## config.mk

```make
export PLATFORM = sky130hd
export DESIGN_NAME = fwd_hazard_scoreboard
export DESIGN_NICKNAME = d
export VERILOG_FILES = /design/src/rtl/pipe_pkg.sv /design/src/rtl/fwd_src_resolve.sv /design/src/rtl/fwd_hazard_scoreboard.sv
export SDC_FILE = /design/constraint.sdc
export NUM_CORES = 1
export LEC_CHECK = 0
export CAP_MARGIN = 10
export CORE_MARGIN = 4
export CORE_UTILIZATION = 55
export DETAILED_ROUTE_END_ITERATION = 7
export PLACE_DENSITY = 0.84
export SYNTH_ARGS = -nofsm -noshare
export SYNTH_HDL_FRONTEND = slang
export SYNTH_SLANG_ARGS = --single-unit
```

## constraint.sdc

```tcl
create_clock -name clk -period 10.1 [get_ports clk]
set_input_delay 2.02 -clock clk [delete_from_list [all_inputs] [get_ports clk]]
set_output_delay 2.02 -clock clk [all_outputs]
set_load 0.005 [all_outputs]
```

## src/rtl/pipe_pkg.sv

```systemverilog
`default_nettype none
// ============================================================================
// Module   : pipe_pkg
// Brief    : Shared constants and scoreboard entry type for the forwarding
//            and hazard logic.
// Revision : 1.0 - initial release
// ============================================================================
package pipe_pkg;

    // Forward select value meaning "use the register-file read data"
    localparam int FWD_RF     = 0;

    // First pipeline register that holds the result for each producer class
    localparam int AVAIL_ALU  = 1;
    localparam int AVAIL_LOAD = 2;

    // Entry fields are sized for the widest supported configuration; narrower
    // instances zero-extend into them. RA_W must not exceed SB_RA_W_MAX and
    // DEPTH must not exceed 2**SB_AVAIL_W_MAX.
    localparam int SB_RA_W_MAX    = 8;
    localparam int SB_AVAIL_W_MAX = 4;

    typedef struct packed {
        logic                      wen;
        logic [SB_RA_W_MAX-1:0]    rd;
        logic [SB_AVAIL_W_MAX-1:0] avail;
    } sb_entry_t;

endpackage : pipe_pkg
`default_nettype wire

```

## src/rtl/fwd_src_resolve.sv

```systemverilog
`default_nettype none
// ============================================================================
// Module   : fwd_src_resolve
// Brief    : Resolves one ID-stage source operand against the scoreboard:
//            youngest-producer match, forward select, WB bypass or stall.
// Revision : 1.0 - initial release
// ============================================================================
module fwd_src_resolve
    import pipe_pkg::*;
#(
    parameter int RA_W  = 5,
    parameter int DEPTH = 3,
    parameter int SW    = $clog2(DEPTH)
) (
    input  logic [RA_W-1:0]        i_rs,
    input  logic                   i_rs_used,
    input  sb_entry_t [DEPTH-1:0]  i_entries,
    output logic                   o_stall,
    output logic                   o_wb_bypass,
    output logic [SW-1:0]          o_fwd_sel
);

    logic w_found;
    int   w_k;

    // Youngest matching producer decides the operand source; x0 never matches
    always_comb begin
        o_stall     = 1'b0;
        o_wb_bypass = 1'b0;
        o_fwd_sel   = SW'(FWD_RF);
        w_found     = 1'b0;
        w_k         = 0;
        for (int k = 0; k < DEPTH; k++) begin
            if (!w_found && i_entries[k].wen &&
                (i_entries[k].rd == SB_RA_W_MAX'(i_rs))) begin
                w_found = 1'b1;
                w_k     = k;
            end
        end
        if (i_rs_used && (i_rs != '0) && w_found) begin
            if (w_k == DEPTH - 1) begin
                // Producer is writing back this cycle: take WB data in ID
                o_wb_bypass = 1'b1;
            end else if ((w_k + 1) >= int'(i_entries[w_k].avail)) begin
                // Result will sit in pipeline register w_k+1 next cycle
                o_fwd_sel = SW'(w_k + 1);
            end else begin
                o_stall = 1'b1;
            end
        end
    end

endmodule : fwd_src_resolve
`default_nettype wire

```

## src/rtl/fwd_hazard_scoreboard.sv

```systemverilog
`default_nettype none
// ============================================================================
// Module   : fwd_hazard_scoreboard
// Brief    : Shift-register scoreboard of in-flight register writes with
//            per-source forwarding selects, load-use stall, ID-stage WB
//            bypass and a saturating stall-cycle counter.
// Revision : 1.0 - initial release
// ============================================================================
module fwd_hazard_scoreboard
    import pipe_pkg::*;
#(
    parameter int RA_W    = 5,
    parameter int NUM_SRC = 2,
    parameter int DEPTH   = 3,
    parameter int SW      = $clog2(DEPTH),
    parameter int CNT_W   = 32
) (
    input  logic                    clk,
    input  logic                    reset,
    input  logic                    id_valid,
    input  logic [NUM_SRC*RA_W-1:0] id_rs,
    input  logic [NUM_SRC-1:0]      id_rs_used,
    input  logic [RA_W-1:0]         id_rd,
    input  logic                    id_reg_write,
    input  logic [SW-1:0]           id_avail,
    input  logic                    pipe_freeze,
    input  logic                    flush,
    output logic                    hazard_stall,
    output logic [NUM_SRC-1:0]      id_wb_bypass,
    output logic [NUM_SRC*SW-1:0]   ex_fwd_sel,
    output logic [CNT_W-1:0]        stall_cnt
);

    sb_entry_t [DEPTH-1:0]   r_sb;
    logic [NUM_SRC*SW-1:0]   r_ex_fwd_sel;
    logic [CNT_W-1:0]        r_stall_cnt;

    sb_entry_t               w_id_entry;
    logic [NUM_SRC-1:0]      w_src_stall;
    logic [NUM_SRC*SW-1:0]   w_fwd_sel;
    logic                    w_insert;

    // Build the entry the ID instruction would occupy; x0 writes are dropped
    always_comb begin
        w_id_entry       = '0;
        w_id_entry.wen   = id_valid && id_reg_write && (id_rd != '0);
        w_id_entry.rd    = SB_RA_W_MAX'(id_rd);
        w_id_entry.avail = SB_AVAIL_W_MAX'(id_avail);
    end

    generate
        for (genvar gi = 0; gi < NUM_SRC; gi++) begin : g_src
            fwd_src_resolve #(
                .RA_W  (RA_W),
                .DEPTH (DEPTH),
                .SW    (SW)
            ) u_resolve (
                .i_rs        (id_rs[gi*RA_W +: RA_W]),
                .i_rs_used   (id_rs_used[gi]),
                .i_entries   (r_sb),
                .o_stall     (w_src_stall[gi]),
                .o_wb_bypass (id_wb_bypass[gi]),
                .o_fwd_sel   (w_fwd_sel[gi*SW +: SW])
            );
        end
    endgenerate

    // Flush kills the ID instruction, so it can never also be stalled
    always_comb begin
        hazard_stall = id_valid && !flush && (|w_src_stall);
        w_insert     = !hazard_stall && !flush;
    end

    // Advance the scoreboard and capture the selects into ID/EX timing
    always_ff @(posedge clk) begin
        if (reset) begin
            r_sb         <= '0;
            r_ex_fwd_sel <= '0;
        end else if (!pipe_freeze) begin
            for (int k = DEPTH - 1; k > 0; k--) begin
                r_sb[k] <= r_sb[k-1];
            end
            r_sb[0]      <= w_insert ? w_id_entry : '0;
            r_ex_fwd_sel <= w_insert ? w_fwd_sel : '0;
        end
    end

    // Count unfrozen stall cycles, sticking at all-ones
    always_ff @(posedge clk) begin
        if (reset) begin
            r_stall_cnt <= '0;
        end else if (!pipe_freeze && hazard_stall && (r_stall_cnt != '1)) begin
            r_stall_cnt <= r_stall_cnt + CNT_W'(1);
        end
    end

    assign ex_fwd_sel = r_ex_fwd_sel;
    assign stall_cnt  = r_stall_cnt;

endmodule : fwd_hazard_scoreboard
`default_nettype wire

```

# Word level (Yosys, flattened, before mapping)
# Cells that the tools add are included.
[op_classes] n_reduce_logical=32 bitwise=0 multipliers=0 div_mod_pow=0 n_addsub=3 eq_ne=9 n_shift=0 n_mux=34 magnitude_cmp=4
[op_table] op="$ge 32x5->1" count=2
[op_table] op="$bmux 13 s2" count=2
[op_table] op="$eq 8x5->1" count=6
[op_table] op="$add 32x1->32 const B" count=1
[op_table] op="$ne 32x32->1 const B" count=1
[op_table] op="$logic_and 1x1->1" count=21
[op_table] op="$mux 4" count=5
[op_table] op="$mux 1" count=18
[op_table] op="$mux 2" count=8
[op_table] op="$reduce_bool 5->1" count=3
[op_table] op="$mux 13" count=1
[op_table] op="$logic_not 1->1" count=7
[op_table] op="$add 2x1->3 const B" count=2
[op_table] op="$lt 2x3->1 const B" count=2
[op_table] op="$eq 2x2->1 const B" count=2
[op_table] op="$reduce_or 2->1" count=1
[totals] out_inout_bits=39 latchBits=0 mem_bits_rw=0 wordCells=93 mem_count=0 romBits=0 register_bits=75

# Logic depth before layout (Yosys ltp)
# Gate-level depths: netlist of the first run.
[depth] ltp_word=23 mapped_depth=18 mapped_depth_nobuf=15

# Modules after synthesis
# A second synthesis of the first run with hierarchy kept.
[hier_totals] hier_cells=406 hier_area_um2=3549.7
[modules_own_cells] mod="fwd_hazard_scoreboard" n_inst=1 area_per_inst_um2=2718.9 cells_each=304
[modules_own_cells] mod="fwd_src_resolve" n_inst=2 area_per_inst_um2=415.4 cells_each=51

# Worst setup path before layout of the first run
# No wires, ideal clock.
[synth_path] path_kind="input to output" start="in id_rs[0]" end="out hazard_stall" path_stages=13 t_arrival_ns=4.614 path_slack_ns=3.466 cell_sequence="xor2_1 > nor4_1 > and3_1 > nor2b_1 > nor2b_1 > a221o_1 > ha_1 > nand2b_1 > a21oi_1 > nor2b_2 > o21a_2 > nor2_2 > nor3b_1"
[synth_between] elab_chain_len=20
[synth_lines] item="from (decl)" line_no="fwd_hazard_scoreboard.sv:21" rtl="input logic [NUM_SRC*RA_W-1:0] id_rs,"
[synth_lines] item="$eq 8x5->1" line_no="fwd_src_resolve.sv:35" rtl="(i_entries[k].rd == SB_RA_W_MAX'(i_rs))) begin"
[synth_lines] item="$logic_and 1x1->1" line_no="fwd_src_resolve.sv:34" rtl="if (!w_found && i_entries[k].wen &&"
[synth_lines] item="$mux 1" line_no="fwd_src_resolve.sv:34"
[synth_lines] item="$logic_not 1->1" line_no="fwd_src_resolve.sv:34"
[synth_lines] item="$logic_and 1x1->1 (2 in a row)" line_no="fwd_src_resolve.sv:34"
[synth_lines] item="$mux 1" line_no="fwd_src_resolve.sv:34"
[synth_lines] item="$logic_not 1->1" line_no="fwd_src_resolve.sv:34"
[synth_lines] item="$logic_and 1x1->1 (2 in a row)" line_no="fwd_src_resolve.sv:34"
[synth_lines] item="$mux 2" line_no="fwd_src_resolve.sv:34"
[synth_lines] item="$bmux 13 s2" line_no="fwd_src_resolve.sv:44" rtl="end else if ((w_k + 1) >= int'(i_entries[w_k].avail)) begin"
[synth_lines] item="$mux 4 (not written as such) (2 in a row)" line_no="fwd_src_resolve.sv:44"
[synth_lines] item="$ge 32x5->1" line_no="fwd_src_resolve.sv:44"
[synth_lines] item="$mux 1" line_no="fwd_src_resolve.sv:44"
[synth_lines] item="$mux 1" line_no="fwd_src_resolve.sv:41" rtl="if (w_k == DEPTH - 1) begin"
[synth_lines] item="$mux 1 *" line_no="fwd_src_resolve.sv:40" rtl="if (i_rs_used && (i_rs != '0) && w_found) begin"
[synth_lines] item="$reduce_or 2->1 *" line_no="fwd_hazard_scoreboard.sv:70" rtl="hazard_stall = id_valid && !flush && (|w_src_stall);"
[synth_lines] item="$logic_and 1x1->1 *" line_no="fwd_hazard_scoreboard.sv:70"
[synth_lines] item="to (decl)" line_no="fwd_hazard_scoreboard.sv:28" rtl="output logic hazard_stall,"
# Mark *: on every way between the ends. The rest lies on a longest branch, timed or not. The select of a mux whose other input is x is not followed.

# Worst setup path after layout of the first run
# Ends and elaborated chain as after synthesis.

==> out/results.ini, run 1 <==
[clock_tree]
cts_sinks = 60
cts_inserted_buffers = 9
clock_path_buffers = 2
worst_skew_pair.late_latency_ns = 0.34
root_buffer = clkbuf_8
postCtsResizedCells = 0
clkTransAtPathRegs_ns = 0.06
cts_tree = built
cts_htree_levels = 3
postCtsSetupBuffers = 0
ctsHoldBuffers = 0

[sta]
fmax_ghz = 0.1215
finalHoldViolations = 0
tns_ns = 0
tightest_slew_ns = 0.9128
min_period_ns = 8.229
fin_worst_skew_ns = 0.008822
finalSetupViolCount = 0
max-slew-margin-rel_pct = 39.02
rsz0062_at_grt = no
finalCritPeriodShare_pct = 81.48
drv_slew = 0

[synth]
yosysTopAreaCell = dfxtp_1
netlist.area_leader.share_pct = 36.02
seq_area_frac_synth_pct = 36.02
syn_area_per_cell_um2 = 8.845
ys_seq_elements = 60
yosys-top-cells-area = dfxtp_1 (36%), xor2_1 (6.3%), nor2_1 (5.4%), mux2i_1 (5.1%), xnor2_1 (3.9%)
syn_inst = 377
syn_nets = 407
yosysWarnings = 0
syn_area_um2 = 3334
synth.distinct_cells = 55

[route]
drtPass1Iterations = 6
routed_wl_um = 8309
antenna_left = 0
via_per_inst = 5.936
wl_per_cell_um = 16.13
drt_iter0_drc = 222
drc = 0
routed-via-count = 3057

[floorplan]
fp.coreArea_um2 = 5886
fp.dieH_um = 85.86
rows = 28
start_util_pct = 56.65
num_io_pins = 64
dieArea_um2 = 7372
die_w_um = 85.86

[critical_path]
crit_buf_inv = 2
crit_fanout = 7
max_stage_delay_ns = 0.58
slowest_stage = clkdlybuf4s50_1
worstSetupPathType = input pin to primary output
end_kind = primary output
start_kind = input pin
path_delay_family = simple AND/OR/NAND/NOR gates
cp_cell_sequence = clkdlybuf4s50_1, xor2_1, nor4_1, and3_1, nor2b_1, nor2b_1, a221o_1, ha_1, nand2b_1, a21oi_1, nor2b_2, o21a_2, nor2_2, nor3b_1, clkdlybuf4s50_1
required_ns = 8.08
arrival_ns = 6.21

[placement]
portBuffers = 63
hpwl_um = 6021
dpl-instance-area_um2 = 3974
place.gp.congestion = 0.9109

[pwr]
p_sw_mw = 0.1110
power.internal_mw = 0.3813
ir_worst_vdd_mv = 0.08342
pwr_density_cell_nw_per_um2 = 118.2
swShare_pct = 22.55
seqPwrFrac_pct = 49.1
power_frac_comb_pct = 7.6
pwr-share-clk_pct = 43.3
p_leak_nw = 1.519

[global_route]
grt.overflow.total = 0
grt_pass1_wl_um = 14260
antenna_found_initial = 0
grt_max_degree = 59
grt_use_total_pct = 23.88
grt_pass1_vias = 2985

[run]
maxCapViolations = 0

[cells_and_area]
layout_common_cells = clkdlybuf4s50_1 (62), dfxtp_1 (60), nor2_1 (48)
nets = 467
nFillCells = 456
finalInstanceArea_um2 = 4164
drive_gt1_share_pct = 9.318
diodes = 0
layout_commonest_cell = clkdlybuf4s50_1
area_growth_pct = 24.88

[outcome]
status = completed

[worst_hold_path]
min_path_type = register to register

==> cell usage after synthesis (all sizes together) <==
library cell  instances
nor3b                 2
or4                   9
xnor2                15
o311ai                1
buf                  12
and2                  3
or2                   1
ha                    5
nand2b                3
a32o                  2
xor2                 24
and3                  6
o21a                  2
o2111ai               3
a31o                  2
mux2i                17
or3                   8
a31oi                 1
nor2                 49
a211oi                3
o31ai                 6
dfxtp                60
nand4                15
a21o                  1
and4                  1
a2111oi               1
nor3                  5
a221o                 1
a221oi                1
a22o                  7
nor4                  7
a211o                 1
nand3                15
o41ai                 1
nor2b                12
clkbuf                4
o21ai                15
nand2                19
a21oi                20
mux2                  7
a41oi                 1
inv                   9
==> kinds of logic after synthesis <==
| logic type | share of synthesized area [%] |
|---|---|
| fa+ha+maj | 1.876 |
| mux | 7.467 |
| simple gates | 24.62 |
| compound gates | 15.91 |
| buf+inv | 3.865 |
| xor+xnor | 10.24 |
| flops | 36.02 |
==> sequential cells by signal (all words and copies together) (netlist names) <==
name / cells
ex_fwd_sel: 4
stall_cnt: 32
r_sb: 24
==> power by group through the flow <==
stage / Sequential, mW / Clock [mW] / Combinational (mW)
floorplan: 0.246 / 0 / 0.0203
global placement: 0.247 / 0 / 0.0363
detailed placement: 0.247 / 0 / 0.0372
CTS: 0.241 / 0.218 / 0.0374
global route: 0.242 / 0.228 / 0.0408
finish: 0.242 / 0.213 / 0.0376
==> per-stage QoR <==
stage	util [%]	total power [mW]	hold WS, ns	instances	setup slack (ns)
after CTS	70.75	0.4968	0.4928	515	1.895
after global placement	67.52	0.2830	0.4733	501	2.075
after floorplan	-	0.2662	0.4516	377	3.466
after detailed placement	67.52	0.2840	0.4806	501	1.919
final	70.75	0.4923	0.4872	515	1.871
after global routing	70.75	0.5101	0.5213	515	1.508
==> final timing paths <==
check / start / endpoint / slack, ns / cells past startpoint
hold reg to reg: ex_fwd_sel[1] / ex_fwd_sel[1] / 0.49 / 1
setup reg to reg: r_sb[17] / stall_cnt[25] / 6.09 / 14
setup / recovery: id_rs[0] / hazard_stall / 1.87 / 15
hold / removal: ex_fwd_sel[1] / ex_fwd_sel[1] / 0.49 / 1
==> cell type report <==
cell class,count,area (um^2),area share (%)
Inverter,9,33.78,0.8113
Clock buffer,12,155.1,3.726
Sequential cell,60,1201,28.85
Tap cell,75,93.84,2.254
Multi-Input combinational cell,292,2004,48.14
Clock inverter,2,35.03,0.8413
Timing Repair Buffer,65,640.6,15.38
==> layer usage <==
layer	wire length (um)	up-vias	share of wire [%]	GRT usage (%)
li1	-	1486	-	-
met1	3740	1462	45	32.11
met2	3920	96	47	37.28
met3	489	13	5.9	3.939
met4	159	0	1.9	11.22
met5	0	-	0	0
Power figures use the tool's default switching activity.
==> inputs of run 2 (changes only) <==
--- a/config.mk
+++ b/config.mk
@@ -7,9 +7,9 @@
 export LEC_CHECK = 0
 export CAP_MARGIN = 10
 export CORE_MARGIN = 4
-export CORE_UTILIZATION = 55
+export CORE_UTILIZATION = 47
 export DETAILED_ROUTE_END_ITERATION = 7
-export PLACE_DENSITY = 0.84
+export PLACE_DENSITY = 0.76
 export SYNTH_ARGS = -nofsm -noshare
 export SYNTH_HDL_FRONTEND = slang
 export SYNTH_SLANG_ARGS = --single-unit
==> constraint.sdc (replaced) <==
create_clock -name clk -period 6.64 [get_ports clk]
set_input_delay 1.328 -clock clk [delete_from_list [all_inputs] [get_ports clk]]
set_output_delay 1.328 -clock clk [all_outputs]
set_load 0.005 [all_outputs]
==> run 2 against run 1 <==
- die area increased by 15%
- worst setup slack worse by 1.7 ns
- non-clock buffer count up 3
- power increased by 45%
- global-route usage decreased by 3.3 points
- combinational power up 53%
- sequential power increased by 52%
- sequential share of layout area down 0.33 points
- clock skew increased by 0.00066 ns
==> out/results.ini, run 2 (synthesized netlist as in run 1, its figures left out) <==
[worst_hold_path]
whs_path_depth = 1  ; unchanged
min_path_type = register to register  ; unchanged

[critical_path]
end_kind = primary output  ; unchanged
worstSetupPathType = input pin to primary output  ; unchanged
start_kind = input pin  ; unchanged
worst_r2r_path_depth = 16  ; was 14
crit_fanout = 7  ; unchanged
required_ns = 5.31  ; was 8.08 ns
arrival_ns = 5.13  ; was 6.21 ns

[clock_tree]
cts_htree_levels = 3  ; unchanged
clock_path_buffers = 2  ; unchanged
cts_sinks = 60  ; unchanged
root_buffer = clkbuf_8  ; unchanged
ctsHoldBuffers = 0  ; unchanged
cts_tree = built  ; unchanged
worst_skew_pair.late_latency_ns = 0.35  ; was 0.34 ns
clkTransAtPathRegs_ns = 0.06  ; about the same
cts_inserted_buffers = 9  ; unchanged

[global_route]
grt_max_degree = 59  ; unchanged
grt_use_total_pct = 20.56  ; was 23.88%
grt_pass1_vias = 2901  ; was 2985
grt_pass1_wl_um = 14090  ; was 14260 um
grt.overflow.total = 0  ; unchanged
antenna_found_initial = 0  ; unchanged

[route]
wl_met3_um = 433  ; was 489 um
drtPass1Iterations = 4  ; was 6
met2_length_um = 3960  ; was 3920 um
topRoutingLayerUsed = met4  ; unchanged
routed-via-count = 2994  ; was 3057
m1WireLength_um = 3944  ; was 3740 um
wl_per_cell_um = 15.66  ; was 16.13 um
routed_wl_um = 8470  ; was 8309 um
drc = 0  ; unchanged
antenna_left = 0  ; unchanged
drt_iter0_drc = 206  ; was 222
via_per_inst = 5.534  ; was 5.936

[outcome]
status = completed  ; unchanged

[sta]
drv_slew = 0  ; unchanged
fmax_ghz = 0.1548
tightest_slew_ns = 0.9557  ; was 0.9128 ns
finalCritPeriodShare_pct = 97.27
finalSetupViolCount = 0  ; unchanged
min_period_ns = 6.459
finalHoldViolations = 0  ; unchanged
max-slew-margin-rel_pct = 36.16  ; was 39.02%
fin_worst_skew_ns = 0.009482  ; was 0.008822 ns

[cells_and_area]
layout_common_cells = clkdlybuf4s50_1 (62), dfxtp_1 (60), nor2_1 (48)  ; unchanged
diodes = 0  ; unchanged
largest_register_ffs = 32  ; unchanged
drive_gt1_share_pct = 10.79  ; was 9.318%
area_growth_pct = 26.34  ; was 24.88%
finish.utilization_pct = 61.67  ; was 70.75%
layout_commonest_cell = clkdlybuf4s50_1  ; unchanged
nFillCells = 623  ; was 456
final-instance-count-excl-fill = 541  ; was 515
nets = 470  ; was 467

[floorplan]
dieArea_um2 = 8506  ; was 7372 um^2
fp.coreArea_um2 = 6832  ; was 5886 um^2
start_util_pct = 48.81  ; was 56.65%
num_io_pins = 64  ; unchanged
die_w_um = 92.23  ; was 85.86 um
rows = 30  ; was 28
fp.dieH_um = 92.23  ; was 85.86 um

[pwr]
p_sw_mw = 0.1805  ; was 0.1110 mW
swShare_pct = 25.20  ; was 22.55%
power_frac_comb_pct = 8.1  ; was 7.6%
seqPwrFrac_pct = 51.3  ; was 49.1%
power_mw = 0.7163  ; was 0.4923 mW
pwr_density_cell_nw_per_um2 = 170.0  ; was 118.2 nW/um^2
pwr-share-clk_pct = 40.6  ; was 43.3%
p_leak_nw = 1.516  ; was 1.519 nW
ir_worst_vdd_mv = 0.1470  ; was 0.08342 mV
power.internal_mw = 0.5358  ; was 0.3813 mW

[placement]
portBuffers = 63  ; unchanged
hpwl_um = 6177  ; was 6021 um
dpl.cell_count = 525  ; was 501
place.gp.congestion = 0.8577  ; was 0.9109

[run]
maxCapViolations = 0  ; unchanged

==> run 2: per-layer routing <==
| layer | GRT usage, % | up-vias |
|---|---|---|
| li1 | - | 1489 |
| met1 | 27.22 | 1418 |
| met2 | 32.91 | 77 |
| met3 | 5.086 | 10 |
| met4 | 6.312 | 0 |
| met5 | 0 | - |
==> run 2: power by group through the flow <==
stage	sequential (mW)	combinational, mW	clock, mW
2_1_floorplan	0.374	0.0308	0
3_3_place_gp	0.376	0.0565	0
3_5_place_dp	0.376	0.0567	0
6_report	0.367	0.0577	0.291
5_1_grt	0.368	0.0623	0.316
4_1_cts	0.367	0.0570	0.297
==> run 2: worst paths after layout <==
path | slack [ns] | end | from
max | 0.18 | hazard_stall | id_rs[0]
min | 0.50 | ex_fwd_sel[1] | ex_fwd_sel[1]
max reg2reg | 2.78 | stall_cnt[26] | r_sb[5]
min reg2reg | 0.50 | ex_fwd_sel[1] | ex_fwd_sel[1]
==> run 2: final cells by class <==
| type | count | area, um^2 | share of cell area, % |
|---|---|---|---|
| Clock inverter | 4 | 25.02 | 0.5940 |
| Clock buffer | 12 | 145.1 | 3.445 |
| Inverter | 9 | 33.78 | 0.8019 |
| Multi-Input combinational cell | 292 | 2024 | 48.05 |
| Tap cell | 96 | 120.1 | 2.851 |
| Timing Repair Buffer | 68 | 663.1 | 15.74 |
| Sequential cell | 60 | 1201 | 28.51 |
==> run 2: per-stage QoR <==
step	cell area, um^2	hold slack, ns	setup TNS, ns	worst slack [ns]
CTS	4193	0.5075	0	0.03341
finish	4213	0.5000	0	0.1815
detailed placement	4023	0.4906	0	0.05582
floorplan	3334	0.4516	0	1.390
global placement	4023	0.4852	0	0.1139
global route	4213	0.5277	-0.04672	-0.04672
==> run 2: timing repair <==
| action | in CTS | in global routing |
|---|---|---|
| gates resized for setup | 0 | 6 |
| endpoints found under the setup margin | 0 | 1 |
| setup buffers | 0 | 0 |
==> run 2: critical path, cell delays in order <==
cell and delay, ns:
clkdlybuf4s50_1 0.53, xor2_1 0.20, nor4_1 0.29, and3_1 0.32, nor2_1 0.07, nand4_1 0.17, nor2b_1 0.24, a221o_1 0.19
ha_1 0.22, nand2b_1 0.13, a21oi_1 0.17, nor2b_2 0.18, o21a_2 0.17, nor2_2 0.08, nor3b_2 0.27, clkdlybuf4s50_1 0.57
